### config.mk
export PLATFORM = sky130hd
export DESIGN_NAME = rs_issue_select
export DESIGN_NICKNAME = d
export VERILOG_FILES = /design/src/rtl/rs_issue_select.sv
export SDC_FILE = /design/constraint.sdc
export NUM_CORES = 1
export LEC_CHECK = 0
export CAP_MARGIN = 20
export CELL_PAD_IN_SITES_DETAIL_PLACEMENT = 0
export CELL_PAD_IN_SITES_GLOBAL_PLACEMENT = 1
export CORE_MARGIN = 3
export CORE_UTILIZATION = 41
export DETAILED_ROUTE_END_ITERATION = 8
export PLACE_DENSITY = 0.94
export SETUP_SLACK_MARGIN = 0.2
export SLEW_MARGIN = 20
export SYNTH_ARGS = -nofsm -noshare
export SYNTH_HDL_FRONTEND = slang
export SYNTH_SLANG_ARGS = --single-unit
export TNS_END_PERCENT = 10
### constraint.sdc
create_clock -name clk_in -period 47.5 [get_ports clk_in]
set_clock_uncertainty 0.15 [all_clocks]
set_input_delay 9.5 -clock clk_in [delete_from_list [all_inputs] [get_ports clk_in]]
set_output_delay 9.5 -clock clk_in [all_outputs]
set_load 0.01 [all_outputs]
### src/rtl/rs_issue_select.sv
// Oldest-ready issue selector between the ALU reservation station and the ALU.
// Picks the minimum ROB age relative to the head and registers a one-cycle grant pulse.
module rs_issue_select #(
  parameter int RS_SIZE = 16,
  parameter int RS_W    = 4,
  parameter int ROB_W   = 5
) (
  input  logic                     clk_in,
  input  logic                     rst_in,
  input  logic                     rdy_in,
  input  logic                     _clear,
  input  logic [RS_SIZE-1:0]       _entry_ready,
  input  logic [RS_SIZE*ROB_W-1:0] _entry_rob_id,
  input  logic [ROB_W-1:0]         _rob_head,
  input  logic                     _alu_full,
  output logic                     _issue_valid,
  output logic [RS_W-1:0]          _issue_idx,
  output logic [ROB_W-1:0]         _issue_rob_id,
  output logic [31:0]              _issue_count
);

  // Entry granted last cycle: its ready bit is still set until the RS frees it.
  logic [RS_SIZE-1:0] last_mask;
  logic [RS_SIZE-1:0] cand;
  logic               found;
  logic [RS_W-1:0]    sel;
  logic [ROB_W-1:0]   sel_rob_id;
  logic [ROB_W-1:0]   best_age;
  logic [ROB_W-1:0]   cur_age;
  logic               grant;

  assign cand  = _entry_ready & ~last_mask;
  assign grant = found && !_alu_full;

  // NOTE: every variable written here gets a default first, otherwise a latch is inferred.
  always_comb begin
    found      = 1'b0;
    sel        = '0;
    sel_rob_id = '0;
    best_age   = '0;
    cur_age    = '0;
    for (int i = 0; i < RS_SIZE; i++) begin
      // Modular distance from the head makes the comparison wrap-safe.
      cur_age = _entry_rob_id[i*ROB_W +: ROB_W] - _rob_head;
      // Strict less-than keeps the lowest index on equal ages.
      if (cand[i] && (!found || cur_age < best_age)) begin
        found      = 1'b1;
        sel        = RS_W'(i);
        sel_rob_id = _entry_rob_id[i*ROB_W +: ROB_W];
        best_age   = cur_age;
      end
    end
  end

  // NOTE: sequential state uses non-blocking assignments so all registers update together.
  always_ff @(posedge clk_in) begin
    if (rst_in) begin
      _issue_valid  <= 1'b0;
      _issue_idx    <= '0;
      _issue_rob_id <= '0;
      _issue_count  <= '0;
      last_mask     <= '0;
    end else if (rdy_in) begin
      if (_clear) begin
        _issue_valid <= 1'b0;
        _issue_count <= '0;
        last_mask    <= '0;
      end else if (grant) begin
        _issue_valid  <= 1'b1;
        _issue_idx    <= sel;
        _issue_rob_id <= sel_rob_id;
        _issue_count  <= _issue_count + 32'd1;
        last_mask     <= {{(RS_SIZE-1){1'b0}}, 1'b1} << sel;
      end else begin
        _issue_valid <= 1'b0;
        last_mask    <= '0;
      end
    end
  end

endmodule

# After elaboration in Yosys (flattened, before gate mapping)
# Cells that the tools add are included.
dict set report op_classes {
  shifts 1
  n_mux 68
  bitwise 3
  order_cmp 15
  n_reduce_logical 50
  addsub 17
}
# operator count
set op_table {}
lappend op_table {{two-way mux 5 bit} 31}
lappend op_table {{subtractor 5 bit} 16}
lappend op_table {{< comparator 5 bit} 15}
lappend op_table {{two-way mux 32 bit} 2}
lappend op_table {{two-way mux 4 bit} 14}
lappend op_table {{adder 32 x 1 -> 32 bit, second input constant} 1}
lappend op_table {{two-way mux 16 bit} 2}
lappend op_table {{two-way mux 1 bit} 19}
lappend op_table {{AND 16 bit} 1}
lappend op_table {{logical AND 1 bit} 16}
lappend op_table {{zero test 1 bit} 16}
lappend op_table {{NOT 16 bit} 1}
lappend op_table {{<< shifter 1 x 4 -> 16 bit, first input constant} 1}
lappend op_table {{logical OR 1 bit} 15}
lappend op_table {{AND reduction 3 bit} 1}
lappend op_table {{AND reduction 2 bit} 1}
lappend op_table {{nonzero test 2 bit} 1}
lappend op_table {{NOT 1 bit} 1}
dict set report totals {
  wordCells 159
  output_inout_bits 42
  input_bits 106
  reg_bits 58
}

# Longest topological paths before layout
dict set report logic_depth {
  ltp_word 66
  mapped_depth 155
  ltp_nobuf 143
}

# Worst setup path before layout
# Ideal clock, no wire load.
dict set report synth_timing {
  path_kind {in2reg}
  start {in _rob_head[1]}
  end {reg last_mask[3]}
  path_slack_ns 10.394
  t_arrival_ns 36.838
  t_required_ns 47.233
  n_path_buf 13
  path_stages 143
  setup_ns 0.117
  path_cell_list {inv_1 > ha_1 > nor2b_1 > o21ai_0 > a21boi_0 > nor3_1 > inv_1 > ha_1 > a21oi_1 > o21ai_0 > o21ai_0 > nand2_1 > buf_2 > or2_2 > nand2_1 > ha_1 > a211oi_1 > nor2_1 > (+107 left out) > a21oi_1 > and3_1 > nand3_1 > a21oi_1 > or2_1 > clkbuf_2 > clkbuf_1 > nand2_1 > o21a_1 > ha_1 > a21o_1 > a21oi_1 > o2111ai_1 > a211o_1 > o211ai_1 > clkbuf_1 > nor2_1 > a32o_1}
}
dict set report synth_via {
  elab_chain_cells 65
  word_cells_on_any_way 124
  cone_classes {add/sub (16); order compare (15); shift (1); mux (47); reduce/logical (45)}
}
# item line
set synth_lines {}
lappend synth_lines {{start, declared} 14} ;# input logic [ROB_W-1:0] _rob_head,
lappend synth_lines {{subtractor 5 bit} 44} ;# cur_age = _entry_rob_id[i*ROB_W +: ROB_W] - _rob_head;
lappend synth_lines {{two-way mux 5 bit} 46} ;# if (cand[i] && (!found || cur_age < best_age)) begin
lappend synth_lines {{< comparator 5 bit} 46}
lappend synth_lines {{logical OR 1 bit} 46}
lappend synth_lines {{logical AND 1 bit} 46}
lappend synth_lines {{two-way mux 5 bit or two-way mux 1 bit (tied branches)} 46}
lappend synth_lines {{< comparator 5 bit or zero test 1 bit (tied branches)} 46}
lappend synth_lines {{logical OR 1 bit} 46}
lappend synth_lines {{(+49 left out)} n/a}
lappend synth_lines {{two-way mux 5 bit or two-way mux 1 bit (tied branches)} 46}
lappend synth_lines {{< comparator 5 bit or zero test 1 bit (tied branches)} 46}
lappend synth_lines {{logical OR 1 bit} 46}
lappend synth_lines {{logical AND 1 bit} 46}
lappend synth_lines {{two-way mux 4 bit or two-way mux 1 bit (tied branches)} 46}
lappend synth_lines {{<< shifter 1 x 4 -> 16 bit or logical AND 1 bit (tied branches)} {73, 33}}
lappend synth_lines {{two-way mux 16 bit *} 68} ;# end else if (grant) begin
lappend synth_lines {{two-way mux 16 bit *} 64} ;# if (_clear) begin
lappend synth_lines {{end signal, assigned} 73} ;# last_mask <= {{(RS_SIZE-1){1'b0}}, 1'b1} << sel;
lappend synth_lines {{end, declared} 23} ;# logic [RS_SIZE-1:0] last_mask;
# Mark *: on every way between the ends. The rest lies on a longest branch, timed or not.
# A chain may end at the register's enable or synchronous reset.

# Worst setup path in the final report
dict set report layout_timing {
  start {in _rob_head[1]}
  end {reg last_mask[9]}
}
# Same word-level chain as after synthesis.

==> impl_metrics.tcl <==
set metrics [dict create \
    syn_area_per_cell_um2 7.57 \
    core_area_mm2 0.0215 \
    hold_path.startpoint "last_mask[14]" \
    seq_area_frac_synth_pct 12.7 \
    gp_congestion 0.945 \
    synth_commonest_cells "a21oi_1, ha_1, nor2_1" \
    port_buffers 147 \
    r2r_end "last_mask[9]" \
    setup_violations 0 \
    antenna_cells 0 \
    tightest_slew_ps 1010 \
    hold_depth 2 \
    synth_area_leaders "ha_1, dfxtp_1, a21oi_1" \
    clk_latency_ps 330 \
    ys_types 82 \
    slowest_delay_ps 800 \
    crit_type "input pin to register" \
    startpoint "_rob_head[1]" \
    rr_startpoint "last_mask[0]" \
    fin_setup_tns_ps 0 \
    ctsResizeCount 0 \
    pin_count 148 \
    critPathLaunchType "input pin" \
    critPathTopFamily "compound AO/OA/AOI/OAI gates" \
    antenna_left 0 \
    grt_max_degree 45 \
    die_area_mm2 0.0241 \
    drt_iter0_drc 661 \
    dr.pass1.iters 5 \
    crit_path_end_kind "register" \
    worstPathMaxFanout 32 \
    synth-async-reset-ratio_pct 0 \
    status "finished, final reports clean" \
    cts_tree "yes" \
    slew_headroom_pct 32.1 \
    syn_inst 1207 \
    wl_per_cell_um 18.3 \
    fin_worst_hold_slack_ps 314 \
    path_buf_inv 10 \
    syn_area_mm2 0.00914 \
    clock-sinks 58 \
    synth_top_area_cell "ha_1" \
    yosysMostFrequentCell "a21oi_1" \
    drt-vias-per-instance 5.98 \
    ctsHoldBuffers 0 \
    htree_levels 3 \
    root_buffer "clkbuf_16" \
    cts_setup_buffers 0 \
    maxSlewViolCount 0 \
    min_to "last_mask[14]" \
    hold_viol_final 0 \
    finalCritPeriodShare_pct 88.7 \
    syn-num-nets 1454 \
    grt_antenna_before_repair 0 \
    grt-ovfl-total 0 \
    crit_top_cell "a21oi_1" \
    synth_top_cell_area_share_pct 17.1 \
    synth_edf_count 0 \
    rsz0062_at_grt "false" \
    crit_slowest_cell "o211ai_1" \
    fillers 2132 \
    vias 9647 \
    hpwlAfterDp_um 23600 \
    layout.nets 1580 \
    post-route-min-period_ps 42150 \
    path_clk_slew_ps 60 \
    arrival_ps 42220 \
    clock_path_buffers 2 \
    grt_usage_pct 23.5 \
    critPathRequiredTime_ps 47570 \
    reg2reg_depth 129 \
    max_cap_violations 0 \
    rows 53 \
    drc 0 \
    drive_gt1_share_pct 4.56 \
    die_w_um 155 \
    yosysWarnings 0 \
    hold_class "register to register" \
    wirelength_um 29500 \
    ff2ff_setup_slack_ps 15260 \
    area_delta_synth_final_pct 22.4 \
    die_h_um 155 \
    cts_buffers 9 \
    synth_seq_cells 58 \
    grt_pass1_vias 9159 \
    max_freq_ghz 0.0237 \
    grt_pass1_wl_um 47000 \
    start_util_pct 42.5 \
    synthFlopType "dfxtp_1" \
]
[cells by family after synthesis]
family | count (synthesis) | synth area share, %
xor gates and xnor gates | 63 | 6.04
and+or+nand+nor | 379 | 21.7
AOI/OAI and AO/OA | 454 | 33.8
muxes | 5 | 0.575
adders and majority gates | 141 | 20.6
buffers and inverters | 107 | 4.49
DFF | 58 | 12.7
[how the worst max path moves through the flow]
stage | to | slack, ps | cells after the start
4_1_cts | last_mask[9] | 5450 | 136
3_3_place_gp | last_mask[12] | 6100 | 137
6_report | last_mask[9] | 5350 | 136
2_1_floorplan | last_mask[3] | 10390 | 143
5_1_grt | last_mask[13] | 2470 | 136
3_5_place_dp | last_mask[9] | 5070 | 136
[worst reg2reg max path: cells and delay by family, from the launching register on]
kind                     cells  cell delay [ps]
buffers and inverters        6              950
adder cells (fa/ha/maj)     15             4000
flip-flops                   1              340
AO/OA/AOI/OAI               73            18240
multiplexers                 1              460
AND/OR/NAND/NOR             34             8010
[routing by layer]
layer,global-route usage [%],part of all wire [%]
met1,33.2,46
met2,38.0,45
met3,4.70,8.1
met4,3.58,1.1
met5,0,0
[stage by stage]
step	std cells	area, um^2	setup slack (ps)	util [%]
global placement	1597	10900	6100	50.6
detailed placement	1597	10900	5070	50.6
CTS	1613	11200	5450	52.0
finish	1613	11200	5350	52.0
global route	1613	11200	2470	52.0
floorplan	1207	9140	10390	-
[sequential cells by signal (all words and copies together), names as in the netlist]
name,flops
_issue_count,32
_issue_idx,4
_issue_rob_id,5
_issue_valid,1
last_mask,16
[layout by cell type, fill, tap and decap left out, types with 11 or more instances in the layout]
master,count
fa_1,16
buf_4,14
a31oi_1,16
ha_1,125
and2_1,17
and3_1,34
o21ai_0,49
clkdlybuf4s50_1,147
nor2b_1,18
nor2_1,96
a211oi_1,32
nand2b_1,24
o31ai_1,11
nand3_1,34
nor3_1,19
a21oi_1,135
a32o_1,11
xor2_1,18
dfxtp_1,58
nand4_1,20
inv_1,61
nand2_1,66
nand3b_1,19
a21o_1,66
xnor2_1,45
o211ai_1,19
[cell type report]
type                       count  area, um^2  share of cell area (%)
sequential                    58        1160                    10.4
clock inverter                 7        77.6                   0.694
timing repair buffer         161        1580                    14.1
inverter                      61         229                    2.05
clock buffer                   9         225                    2.01
multi-input combinational   1042        7570                    67.7
tap                          275         344                    3.08
Power is left out: the tool's default activity adds up to more than one toggle a clock period on the data nets, which glitch-free logic cannot reach.
